[src/rtl/window_gen_pkg.sv]
// Shared types and elaboration-time helpers for the sliding-window generator.
package window_gen_pkg;

   typedef enum logic [1:0] {
      IDLE,
      FILL,
      RUN,
      STALL
   } state_t;

   // Number of window positions along one image dimension.
   function automatic int out_dim(input int n, input int f, input int s);
      return (n - f) / s + 1;
   endfunction

   // Bits needed to hold values 0..v-1, never less than one.
   function automatic int clog2min1(input int v);
      return (v <= 2) ? 1 : $clog2(v);
   endfunction

endpackage

[src/rtl/window_gen_if.sv]
// Pixel-in / window-out stream bundle for window_gen.
interface window_gen_if import window_gen_pkg::*; #(
   parameter int N           = 5,
   parameter int C           = 1,
   parameter int F           = 3,
   parameter int S           = 1,
   parameter int indatawidth = 8
);
   localparam int O  = out_dim(N, F, S);
   localparam int XW = clog2min1(O);

   logic                                            in_valid;
   logic                                            in_ready;
   logic [C-1:0][indatawidth-1:0]                   in_pix;
   logic                                            out_valid;
   logic                                            out_ready;
   logic [F-1:0][F-1:0][C-1:0][indatawidth-1:0]     out_win;
   logic [XW-1:0]                                   out_xo;
   logic [XW-1:0]                                   out_yo;
   logic                                            out_last;

   modport master (
      output in_valid, in_pix, out_ready,
      input  in_ready, out_valid, out_win, out_xo, out_yo, out_last
   );

   modport slave (
      input  in_valid, in_pix, out_ready,
      output in_ready, out_valid, out_win, out_xo, out_yo, out_last
   );

endinterface

[src/rtl/window_gen_line_buffer.sv]
// F-1 image lines of N pixels; one column is read, shifted up and refilled per accept.
module window_gen_line_buffer import window_gen_pkg::*; #(
   parameter int N           = 5,
   parameter int F           = 3,
   parameter int C           = 1,
   parameter int indatawidth = 8,
   localparam int AW         = clog2min1(N)
) (
   input  logic                                  clk,
   input  logic                                  wr_en,
   input  logic [AW-1:0]                         addr,
   input  logic [C-1:0][indatawidth-1:0]         wr_pix,
   output logic [F-2:0][C-1:0][indatawidth-1:0]  rd_col
);

   logic [C-1:0][indatawidth-1:0] mem [F-1][N];

   // Combinational read: line 0 is the oldest row, line F-2 the newest.
   always_comb begin
      rd_col = '0;
      for (int unsigned j = 0; j < F - 1; j++) rd_col[j] = mem[j][addr];
   end

   // Column shift toward the oldest line, new pixel into the newest line.
   always_ff @(posedge clk) begin
      if (wr_en) begin
         for (int unsigned j = 0; j + 2 < F; j++) mem[j][addr] <= mem[j+1][addr];
         mem[F-2][addr] <= wr_pix;
      end
   end

endmodule

[src/rtl/window_gen.sv]
// Streaming F x F x C window generator: raster pixels in, stride-S windows out.
module window_gen import window_gen_pkg::*; #(
   parameter int N           = 5,
   parameter int C           = 1,
   parameter int F           = 3,
   parameter int S           = 1,
   parameter int indatawidth = 8
) (
   input logic          clk,
   input logic          rst_n,
   window_gen_if.slave  bus
);
   localparam int O  = out_dim(N, F, S);
   localparam int XW = clog2min1(O);
   localparam int AW = clog2min1(N);
   localparam int PW = clog2min1(S);

   typedef logic [F-1:0][C-1:0][indatawidth-1:0]        col_t;
   typedef logic [F-1:0][F-1:0][C-1:0][indatawidth-1:0] win_t;

   logic [AW-1:0]                             x, y;
   logic [PW-1:0]                             xph, yph;
   logic [XW-1:0]                             xo_cnt, yo_cnt;
   logic [F-2:0][C-1:0][indatawidth-1:0]      lb_col;
   col_t                                      new_col;
   win_t                                      wreg, win_nxt;
   logic                                      accept, x_last, y_last, x_in, y_in, emit;
   state_t                                    state, state_nxt, ret, ret_nxt, cur;

   assign bus.in_ready = !bus.out_valid || bus.out_ready;
   assign accept       = bus.in_valid && bus.in_ready;
   assign x_last       = (x == AW'(N - 1));
   assign y_last       = (y == AW'(N - 1));
   assign x_in         = (x >= AW'(F - 1));
   assign y_in         = (y >= AW'(F - 1));
   // Phase counters stand in for (pos-F+1)%S so no divider is needed.
   assign emit         = x_in && y_in && (xph == '0) && (yph == '0);
   assign new_col      = {bus.in_pix, lb_col};
   assign win_nxt      = {new_col, wreg[F-1:1]};

   window_gen_line_buffer #(
      .N(N), .F(F), .C(C), .indatawidth(indatawidth)
   ) u_lb (
      .clk    (clk),
      .wr_en  (accept),
      .addr   (x),
      .wr_pix (bus.in_pix),
      .rd_col (lb_col)
   );

   // Raster position, stride phase and window-index counters.
   always_ff @(posedge clk or negedge rst_n) begin
      if (!rst_n) begin
         x <= '0; y <= '0; xph <= '0; yph <= '0; xo_cnt <= '0; yo_cnt <= '0;
      end else if (accept) begin
         if (x_last) begin
            x <= '0; xph <= '0; xo_cnt <= '0;
            if (y_last) begin
               y <= '0; yph <= '0; yo_cnt <= '0;
            end else begin
               y <= y + 1'b1;
               if (y_in) begin
                  yph <= (yph == PW'(S - 1)) ? '0 : yph + 1'b1;
                  if (yph == '0) yo_cnt <= yo_cnt + 1'b1;
               end
            end
         end else begin
            x <= x + 1'b1;
            if (x_in) begin
               xph <= (xph == PW'(S - 1)) ? '0 : xph + 1'b1;
               if (xph == '0) xo_cnt <= xo_cnt + 1'b1;
            end
         end
      end
   end

   // Window shift register and registered output window.
   always_ff @(posedge clk or negedge rst_n) begin
      if (!rst_n) begin
         wreg          <= '0;
         bus.out_valid <= 1'b0;
         bus.out_win   <= '0;
         bus.out_xo    <= '0;
         bus.out_yo    <= '0;
         bus.out_last  <= 1'b0;
      end else if (accept) begin
         wreg          <= win_nxt;
         bus.out_valid <= emit;
         if (emit) begin
            bus.out_win  <= win_nxt;
            bus.out_xo   <= xo_cnt;
            bus.out_yo   <= yo_cnt;
            bus.out_last <= (xo_cnt == XW'(O - 1)) && (yo_cnt == XW'(O - 1));
         end
      end else if (bus.out_ready) begin
         bus.out_valid <= 1'b0;
      end
   end

   // Frame-phase state register; ret remembers where a stall came from.
   always_ff @(posedge clk or negedge rst_n) begin
      if (!rst_n) begin
         state <= IDLE;
         ret   <= IDLE;
      end else begin
         state <= state_nxt;
         ret   <= ret_nxt;
      end
   end

   // Frame-phase next state; a stall freezes the phase it interrupted.
   always_comb begin
      state_nxt = state;
      ret_nxt   = ret;
      cur       = (state == STALL) ? ret : state;
      case (cur)
         IDLE: if (accept) state_nxt = FILL;
         FILL: begin
            state_nxt = FILL;
            if (accept && x_last && (y == AW'(F - 2))) state_nxt = RUN;
         end
         RUN: begin
            state_nxt = RUN;
            if ((x == '0) && (y == '0)) begin
               if (accept) state_nxt = FILL;
               else if (!bus.out_valid || bus.out_ready) state_nxt = IDLE;
            end else if (accept && x_last && y_last && !emit) begin
               state_nxt = IDLE;
            end
         end
         default: state_nxt = IDLE;
      endcase
      if (bus.out_valid && !bus.out_ready) begin
         state_nxt = STALL;
         ret_nxt   = cur;
      end
   end

endmodule

[src/flat_wrapper.sv]
// flat-port wrapper written by rule: the top's interface ports become plain ports
module window_gen_flat import window_gen_pkg::*;
#(
   parameter int N           = 5,
   parameter int C           = 1,
   parameter int F           = 3,
   parameter int S           = 1,
   parameter int indatawidth = 8
)
  (clk, rst_n, bus_in_valid, bus_in_pix, bus_out_ready, bus_in_ready, bus_out_valid, bus_out_win, bus_out_xo, bus_out_yo, bus_out_last);
  window_gen_if #(.N(N), .C(C), .F(F), .S(S), .indatawidth(indatawidth)) bus_i ();
  input logic clk;
  input logic rst_n;
  input wire logic [$bits(bus_i.in_valid)-1:0] bus_in_valid;
  input wire logic [$bits(bus_i.in_pix)-1:0] bus_in_pix;
  input wire logic [$bits(bus_i.out_ready)-1:0] bus_out_ready;
  output wire logic [$bits(bus_i.in_ready)-1:0] bus_in_ready;
  output wire logic [$bits(bus_i.out_valid)-1:0] bus_out_valid;
  output wire logic [$bits(bus_i.out_win)-1:0] bus_out_win;
  output wire logic [$bits(bus_i.out_xo)-1:0] bus_out_xo;
  output wire logic [$bits(bus_i.out_yo)-1:0] bus_out_yo;
  output wire logic [$bits(bus_i.out_last)-1:0] bus_out_last;
  assign bus_i.in_valid = bus_in_valid;
  assign bus_i.in_pix = bus_in_pix;
  assign bus_i.out_ready = bus_out_ready;
  assign bus_in_ready = bus_i.in_ready;
  assign bus_out_valid = bus_i.out_valid;
  assign bus_out_win = bus_i.out_win;
  assign bus_out_xo = bus_i.out_xo;
  assign bus_out_yo = bus_i.out_yo;
  assign bus_out_last = bus_i.out_last;
  window_gen #(.N(N), .C(C), .F(F), .S(S), .indatawidth(indatawidth)) u_core (.clk(clk), .rst_n(rst_n), .bus(bus_i));
endmodule
[config.mk]
export PLATFORM = sky130hd
export DESIGN_NAME = window_gen_flat
export DESIGN_NICKNAME = d
export VERILOG_FILES = /design/src/rtl/window_gen_pkg.sv /design/src/rtl/window_gen_if.sv /design/src/rtl/window_gen_line_buffer.sv /design/src/rtl/window_gen.sv /design/src/flat_wrapper.sv
export SDC_FILE = /design/constraint.sdc
export NUM_CORES = 1
export LEC_CHECK = 0
export BUFFER_PORTS_ARGS = -buffer_cell sky130_fd_sc_hd__buf_2
export CAP_MARGIN = 20
export CORE_ASPECT_RATIO = 0.8
export CORE_MARGIN = 2
export CORE_UTILIZATION = 55
export CTS_CLUSTER_SIZE = 28
export DETAILED_ROUTE_END_ITERATION = 6
export PLACE_DENSITY = 0.75
export SYNTH_ARGS = -nofsm -noshare
export SYNTH_HDL_FRONTEND = slang
export SYNTH_SLANG_ARGS = --single-unit
[constraint.sdc]
create_clock -name clk -period 6 [get_ports clk]
set_clock_uncertainty 0.15 [all_clocks]
set_input_delay 0 -clock clk [delete_from_list [all_inputs] [get_ports clk]]
set_output_delay 0 -clock clk [all_outputs]
set_load 0.02 [all_outputs]
# Yosys cells after proc, flatten, opt, wreduce, memory -nomap -nowiden
# Memory sizes are Yosys's and may differ from the RTL's.
# Index checks and enable logic that the tools add are counted.
[classes]
addsub = 6
n_mul = 0
div_mod_pow = 0
n_lt_le_gt_ge = 4
eq_ne = 6
shift = 0
mux = 26
n_bitwise = 3
n_reduce_logical = 17
[ops]
columns = ["operator", "count"]
rows = [
  ["binary-select mux 8 bit (select 3 bit)", 2],
  ["two-way mux 40 bit", 1],
  ["two-way mux 8 bit", 5],
  ["demux 8 bit (select 3 bit)", 1],
  ["two-way mux 2 bit", 6],
  ["two-way mux 1 bit", 9],
  ["adder 3 x 1 -> 3 bit (second input constant)", 2],
  ["== test 3 bit (second input constant)", 2],
  ["greater-or-equal comparator 3 x 2 -> 1 bit (second input constant)", 2],
  ["logical AND 1 bit", 6],
  ["two-way mux 3 bit", 2],
  ["AND reduction 2 bit", 3],
  ["AND reduction 3 bit", 2],
  ["nonzero test 2 bit", 3],
  ["adder 2 x 1 -> 2 bit (second input constant)", 2],
  ["== test 2 bit (second input constant)", 2],
  ["greater-or-equal comparator 4 bit (second input constant)", 1],
  ["less-than comparator 4 x 1 -> 1 bit (second input constant)", 1],
  ["!= test 2 bit (second input constant)", 2],
  ["inverter 3 -> 4 bit", 1],
  ["AND reduction 4 bit", 1],
  ["adder 1 bit (second input constant)", 2],
  ["inverter 1 bit", 2],
  ["logical NOT 1 bit", 1],
  ["logical OR 1 bit", 1],
]
[word_totals]
ff_bits = 138
latchBits = 0
ram_bits = 80
romBits = 0
inputBits = 12
output_inout_bits = 79
wordCells = 88
n_memories = 1
[memory_table]
columns = ["name", "words", "width", "read_ports", "rd_ports_with_merged_regs", "wr", "line_no", "source"]
rows = [
  ["u_core.u_lb.mem", 2, 40, 2, 0, 2, "window_gen_line_buffer.sv:16", "logic [C-1:0][indatawidth-1:0] mem [F-1][N];"],
]

# Logic depth before layout (Yosys ltp)
# Gate-level depths: netlist of the first run.
[depth]
word_depth = 6
ltp_mapped = 9
depth_no_buf = 6

# Modules after synthesis
# Synthesis of the first run repeated with hierarchy kept, for this count alone.
[unflattened]
hier_cells = 494
hier_area_um2 = 8465.6
[modules_own_cells]
columns = ["mod", "n_inst", "cells_each", "area_each_um2", "seq_area_each_um2"]
rows = [
  ["window_gen", 1, 325, 5348.9, 3403.3],
  ["window_gen_line_buffer", 1, 169, 3116.7, 2402.3],
]

# Least setup slack after synthesis of the first run
# Ideal clock, no wire load.
[synth_path]
kind = "reg-to-reg"
startpoint = "reg u_core.bus.out_valid"
endpoint = "mem u_core.u_lb.mem[0][10] (netlist name), enable pin"
setup_time_ns = 0.409
arrival_time_ns = 2.194
required_time_ns = 5.441
slack_ns = 3.247
path_stages_with_launch = 6
n_path_buf = 2
synth_period_minus_slack_ns = 2.753
cell_sequence = "dfrtp_1 nand2b_1 buf_2 nand2_1 clkbuf_1 nor3_1"
[synth_lines]
columns = ["element", "line_no", "source"]
rows = [
  ["start, declared", "window_gen_if.sv:29", "output in_ready, out_valid, out_win, out_xo, out_yo, out_last"],
  ["start signal, assigned", "window_gen.sv:88", "bus.out_valid <= emit;"],
  ["end, declared", "window_gen_line_buffer.sv:16", ""],
]

==> results of run 1 <==
==> cell type report <==
class | count | area [um^2]
Clock buffer | 28 | 562
Clock inverter | 9 | 47.5
Fill cell | 1076 | 5230
Inverter | 6 | 22.5
Multi-Input combinational cell | 341 | 2400
Sequential cell | 216 | 5810
Tap cell | 189 | 236
Timing Repair Buffer | 111 | 664
==> worst max path at each step <==
stage / slack [ns] / cells past startpoint / start / to
floorplan: 3.25 / 5 / u_core.bus.out_valid / u_core.u_lb.mem[0][10]
global placement: 3.27 / 4 / u_core.bus.out_valid / u_core.u_lb.mem[0][61]
detailed placement: 3.17 / 4 / u_core.bus.out_valid / u_core.u_lb.mem[0][62]
CTS: 3.16 / 4 / u_core.bus.out_valid / u_core.u_lb.mem[0][62]
global route: 2.88 / 4 / u_core.bus.out_valid / u_core.u_lb.mem[0][62]
finish: 3.16 / 4 / u_core.bus.out_valid / u_core.u_lb.mem[0][56]
==> cell usage after synthesis, types with 2 or more instances <==
cell and number:
buf_4 2, a21o_1 4, and3_1 2, mux2_4 10
nand2_1 122, mux2_2 70, a31oi_1 13, a21oi_1 7
buf_6 2, a32oi_1 16, mux2i_1 13, buf_2 23
ha_1 6, and2_1 2, nand3_1 8, edfxtp_1 80
nor2_1 10, nor2b_1 9, nand2b_1 2, clkbuf_2 3
inv_1 6, o22ai_1 6, nor3_1 3, clkbuf_1 6
o21ai_0 21, dfrtp_1 136
==> metal layers <==
layer  global-route usage  vias to the layer above
met2                0.351                      134
met4               0.0535                        0
met3               0.0351                       26
li1                     -                     2324
met1                0.307                     2555
met5                    0                        -
==> report_power, final <==
group / internal (uW) / switching, uW / total (uW)
combinational: 710 / 1150 / 1860
sequential: 2120 / 291 / 2410
clock: 659 / 517 / 1180
==> sequential cells by signal (all words and copies together) (netlist names) <==
register / count
u_core.bus.out_yo: 2
u_core.yo_cnt: 2
u_core.x: 3
u_core.u_lb.mem: 80
u_core.bus.out_win: 72
u_core.bus.out_xo: 2
u_core.y: 3
u_core.bus.out_valid: 1
u_core.win_nxt: 48
u_core.bus.out_last: 1
u_core.xo_cnt: 2
==> metrics by stage <==
step / cell area, um^2 / utilization
after detailed placement: 8980 / 0.600
after global routing: 9740 / 0.651
after global placement: 8980 / 0.600
after floorplan: 8420 / -
final: 9740 / 0.651
after CTS: 9740 / 0.651
==> cell families after synthesis <==
logic type / after synthesis / synth area share
compound gates: 76 / 0.0613
xor+xnor: 1 / 0.00104
buf+inv: 44 / 0.0281
flops: 216 / 0.690
mux: 93 / 0.127
simple gates: 165 / 0.0839
fa+ha+maj: 6 / 0.00892
==> timing repair <==
item / in CTS / in global routing
hold buffers: 13 / 0
setup endpoints to repair: 0 / 0
hold endpoints to repair: 125 / 0
==> placed cells by master (no fill, tap or decap), types with 7 or more instances in the layout <==
master | synthesis | layout
mux2_4 | 10 | 10
dlygate4sd3_1 | 0 | 12
mux2_2 | 70 | 70
a32oi_1 | 16 | 16
a21oi_1 | 7 | 7
a31oi_1 | 13 | 13
o21ai_0 | 21 | 21
nand2_1 | 122 | 121
nor2b_1 | 9 | 9
nand3_1 | 8 | 8
clkinv_2 | 0 | 7
buf_4 | 2 | 8
mux2i_1 | 13 | 13
nor2_1 | 10 | 10
edfxtp_1 | 80 | 80
dfrtp_1 | 136 | 136
buf_2 | 23 | 89
clkbuf_16 | 0 | 21
==> flow_summary.yaml, run 1 <==
run_status:
  status: "complete, no violations"
placed_design:
  place_inst: 850
  place_congestion: 0.804
  dp_slack_ns: 3.17
  dpl.hpwl_mm: 10.5
  port_buffers: 90
timing:
  worst_slack_ns: 3.16
  finalSetupViolCount: 0
  tightest_slew_ns: 0.973
  final-hold-violation-count: 0
  max_freq_mhz: 352
  setup_tns_ns: 0
  finalCriticalPeriod_ns: 2.84
  slew_headroom: 0.349
  whs_ns: 0.186
  period_share: 0.474
  drv_slew: 0
  rsz0062_at_grt: "no"
synthesis:
  synth.largest_area_cell: "dfrtp_1"
  synth_area_leaders: "dfrtp_1, edfxtp_1, mux2_2"
  async_reset_ff_frac: 0.630
  synth_edf_count: 80
  synth_area_um2: 8420
  synth_cell_types: 45
  yosysWarnings: 0
  synth_top_area_share: 0.404
  netlist_instances: 601
  avgSynthCellArea_um2: 14.0
  ys_seq_area_frac: 0.690
  synth-main-ff-cell: "dfrtp_1"
  syn-num-nets: 619
  yosys_register_bits: 216
floorplanning:
  start_util: 0.562
  die_w_um: 142
  io_pins: 91
  placementRows: 40
  coreArea_um2: 15000
  die-area_um2: 16300
  die_h_um: 115
drt:
  wirelength_met1_mm: 7.44
  drt_wl_total_mm: 16.8
  vias: 5039
  drtAntennaViolNets: 0
  wl_met2_mm: 8.12
  drt_iter0_drc: 399
  wl_met3_um: 931
  route.detailed.drc: 0
  topRoutingLayerUsed: "met4"
  routed_via_density: 5.60
  routedWlPerCell_um: 18.7
  first_pass_iters: 5
worst_setup_path:
  cp.arrival_ns: 2.89
  crit_buf_inv: 1
  start_kind: "flop"
  end_kind: "flop"
  cp_slowest_stage_delay_ns: 0.86
  rr_worst_depth: 4
  crit_type: "reg -> reg"
  crit_family: "simple AND/OR/NAND/NOR gates"
  critPathSlowestCell: "nor3_2"
  path_max_fanout: 49
  crit_chain: "nand2b_1 -> nand2_2 -> nor3_2 -> buf_4"
  rr_startpoint: "u_core.bus.out_valid"
  reg2reg_slack_ns: 3.16
  r2r-end: "u_core.u_lb.mem[0][56]"
  required_ns: 6.04
worst_hold_path:
  hold_depth: 2
  hp-start: "bus_in_pix[7]"
  hold_path_class: "in -> reg"
  hold-path-endpoint: "u_core.u_lb.mem[0][47]"
grt:
  antenna_found_initial: 0
  grt_max_degree: 76
  grtUsageTotal: 0.215
  grt_pass1_vias: 5097
  grt_overflow: 0
  grt_pass1_wl_mm: 27.3
clock_tree:
  cts_tree: "done"
  cts_max_path_buffers: 3
  cts-root-buf: "clkbuf_16"
  post_cts_resized: 0
  clk_pin_slew_worst_paths_ns: 0.06
  clk_latency_ns: 0.48
  cts_setup_buffers: 0
  cts_made_buffers: 21
  htree_levels: 1
  cts.sinks: 216
final_layout:
  nets: 715
  num_antenna_cells: 0
  layout-drive-gt1-share: 0.315
  area_delta_synth_final_pct: 15.7
  fin_cells: 900
power_and_ir_drop:
  p_leak_uw: 0.00437
  ir_drop_v: 0.000244
  power_uw: 5450
  power.density_nw_per_um2: 559
flow_run:
  cap_violations: 0
(Power assumes the default switching activity.)
==> run 2: changes to the inputs <==
==> constraint.sdc (replaced) <==
create_clock -name clk -period 2.7 [get_ports clk]
set_clock_uncertainty 0.15 [all_clocks]
set_input_delay 0 -clock clk [delete_from_list [all_inputs] [get_ports clk]]
set_output_delay 0 -clock clk [all_outputs]
set_load 0.02 [all_outputs]
==> flow_summary.yaml, run 2 (synthesized netlist as in run 1, its figures left out) <==
run_status:
  status: "complete, no violations"
grt:
  grt_pass1_wl_mm: 27.9
  antenna_found_initial: 0
  grt_max_degree: 66
  grt_pass1_vias: 5208
  grtUsageTotal: 0.220
  grt_overflow: 0
power_and_ir_drop:
  power.density_nw_per_um2: 1260
  power_uw: 12600
  ir_drop_v: 0.000685
  p_leak_uw: 0.00451
worst_setup_path:
  path_max_fanout: 16
  crit_type: "reg -> reg"
  end_kind: "flop"
  reg2reg_slack_ns: 0.52
  r2r-end: "u_core.yo_cnt[1]"
  crit_path_start: "u_core.x[0]"
  critical_path.endpoint: "u_core.yo_cnt[1]"
  start_kind: "flop"
  rr_startpoint: "u_core.x[0]"
  rr_worst_depth: 7
  cp.arrival_ns: 2.41
  required_ns: 2.93
clock_tree:
  clk_latency_ns: 0.50
  cts.sinks: 216
  cts_max_path_buffers: 3
  cts_made_buffers: 22
  htree_levels: 1
  clk_pin_slew_worst_paths_ns: 0.07
  cts_tree: "done"
  cts-root-buf: "clkbuf_16"
timing:
  finalSetupViolCount: 0
  rsz0062_at_grt: "no"
  slew_headroom: 0.662
  tightest_slew_ns: 0.504
  drv_slew: 0
  period_share: 0.809
  final-hold-violation-count: 0
  finalCriticalPeriod_ns: 2.18
  max_freq_mhz: 458
placed_design:
  place_inst: 863
  place_congestion: 0.815
  postPlaceCellArea_um2: 9120
  dpl.hpwl_mm: 10.8
  port_buffers: 90
worst_hold_path:
  hold_path_class: "in -> reg"
final_layout:
  top_register: "u_core.u_lb.mem"
  final_cell_mix: "dfrtp_1, nand2_1, buf_2, edfxtp_1, mux2_2"
  area_delta_synth_final_pct: 18.9
  mostFrequentLayoutCell: "dfrtp_1"
  largest_reg_flops: 80
  num-fill-cells: 1074
  layout-drive-gt1-share: 0.331
  fin_area_um2: 10000
  num_antenna_cells: 0
  fin_cells: 916
  nets: 729
drt:
  wirelength_met1_mm: 7.75
  routed_via_density: 5.63
  drt_wl_total_mm: 17.3
  route.detailed.drc: 0
  drtAntennaViolNets: 0
  first_pass_iters: 5
  vias: 5160
  wl_met3_mm: 1.06
  topRoutingLayerUsed: "met4"
  drt_iter0_drc: 361
  wl_met2_mm: 8.18
  routedWlPerCell_um: 18.9
floorplanning:
  die_w_um: 142
  io_pins: 91
  start_util: 0.562
  placementRows: 40
  die_h_um: 115
  coreArea_um2: 15000
  die-area_um2: 16300
flow_run:
  cap_violations: 0
## run 2: worst max-delay path, cell delays in order (launching register included)
cell	delay [ns]
dfrtp_1	0.38
buf_4	0.26
inv_1	0.13
ha_1	0.25
and2_1	0.18
nand3_1	0.18
o21bai_1	0.18
mux2_2	0.36
## run 2: through the flow
stage | hold WS [ns] | setup TNS (ns) | setup WS (ns) | utilization
after floorplan | -0.446 | -2.56 | -0.0533 | -
after global placement | -0.188 | 0 | 0.623 | 0.609
after detailed placement | -0.176 | 0 | 0.555 | 0.609
after CTS | 0.148 | 0 | 0.536 | 0.669
after global routing | 0.164 | 0 | 0.390 | 0.669
final | 0.168 | 0 | 0.517 | 0.669
## run 2: what timing repair did
action / in CTS / in global routing
hold endpoints to repair: 206 / 0
resized for setup: 0 / 0
hold buffers: 13 / 0
buffers inserted: 0 / 0
## run 2: how the worst min path moves through the flow
stage	startpoint	to	slack [ns]	depth (start not counted)
CTS	bus_in_pix[7]	u_core.u_lb.mem[0][55]	0.15	2
detailed placement	rst_n	u_core.bus.out_yo[1]	-0.18	1
floorplan	rst_n	u_core.bus.out_last	-0.45	0
finish	bus_in_pix[7]	u_core.u_lb.mem[0][55]	0.17	2
global placement	rst_n	u_core.bus.out_win[24]	-0.19	1
global route	bus_in_pix[7]	u_core.u_lb.mem[0][55]	0.16	2
## run 2: layout make-up
class | instances | area [um^2] | area share
sequential | 216 | 5810 | 0.580
multi-input combinational | 341 | 2400 | 0.240
timing repair buffer | 124 | 800 | 0.0799
clock buffer | 32 | 693 | 0.0693
tap | 189 | 236 | 0.0236
clock inverter | 8 | 47.5 | 0.00475
inverter | 6 | 22.5 | 0.00225
## run 2: where the power goes
part           internal (uW)  switching, uW  leakage (uW)  total (uW)
clock network           1800           1230      0.000365        3020
logic                   1680           2610       0.00172        4290
registers               4710            617       0.00243        5330
total                   8180           4450       0.00451       12600
## run 2: layer usage
metal  GRT usage  vias to the layer above
li1            -                     2365
met1       0.315                     2596
met2       0.357                      171
met3      0.0381                       28
met4      0.0587                        0
met5           0                        -
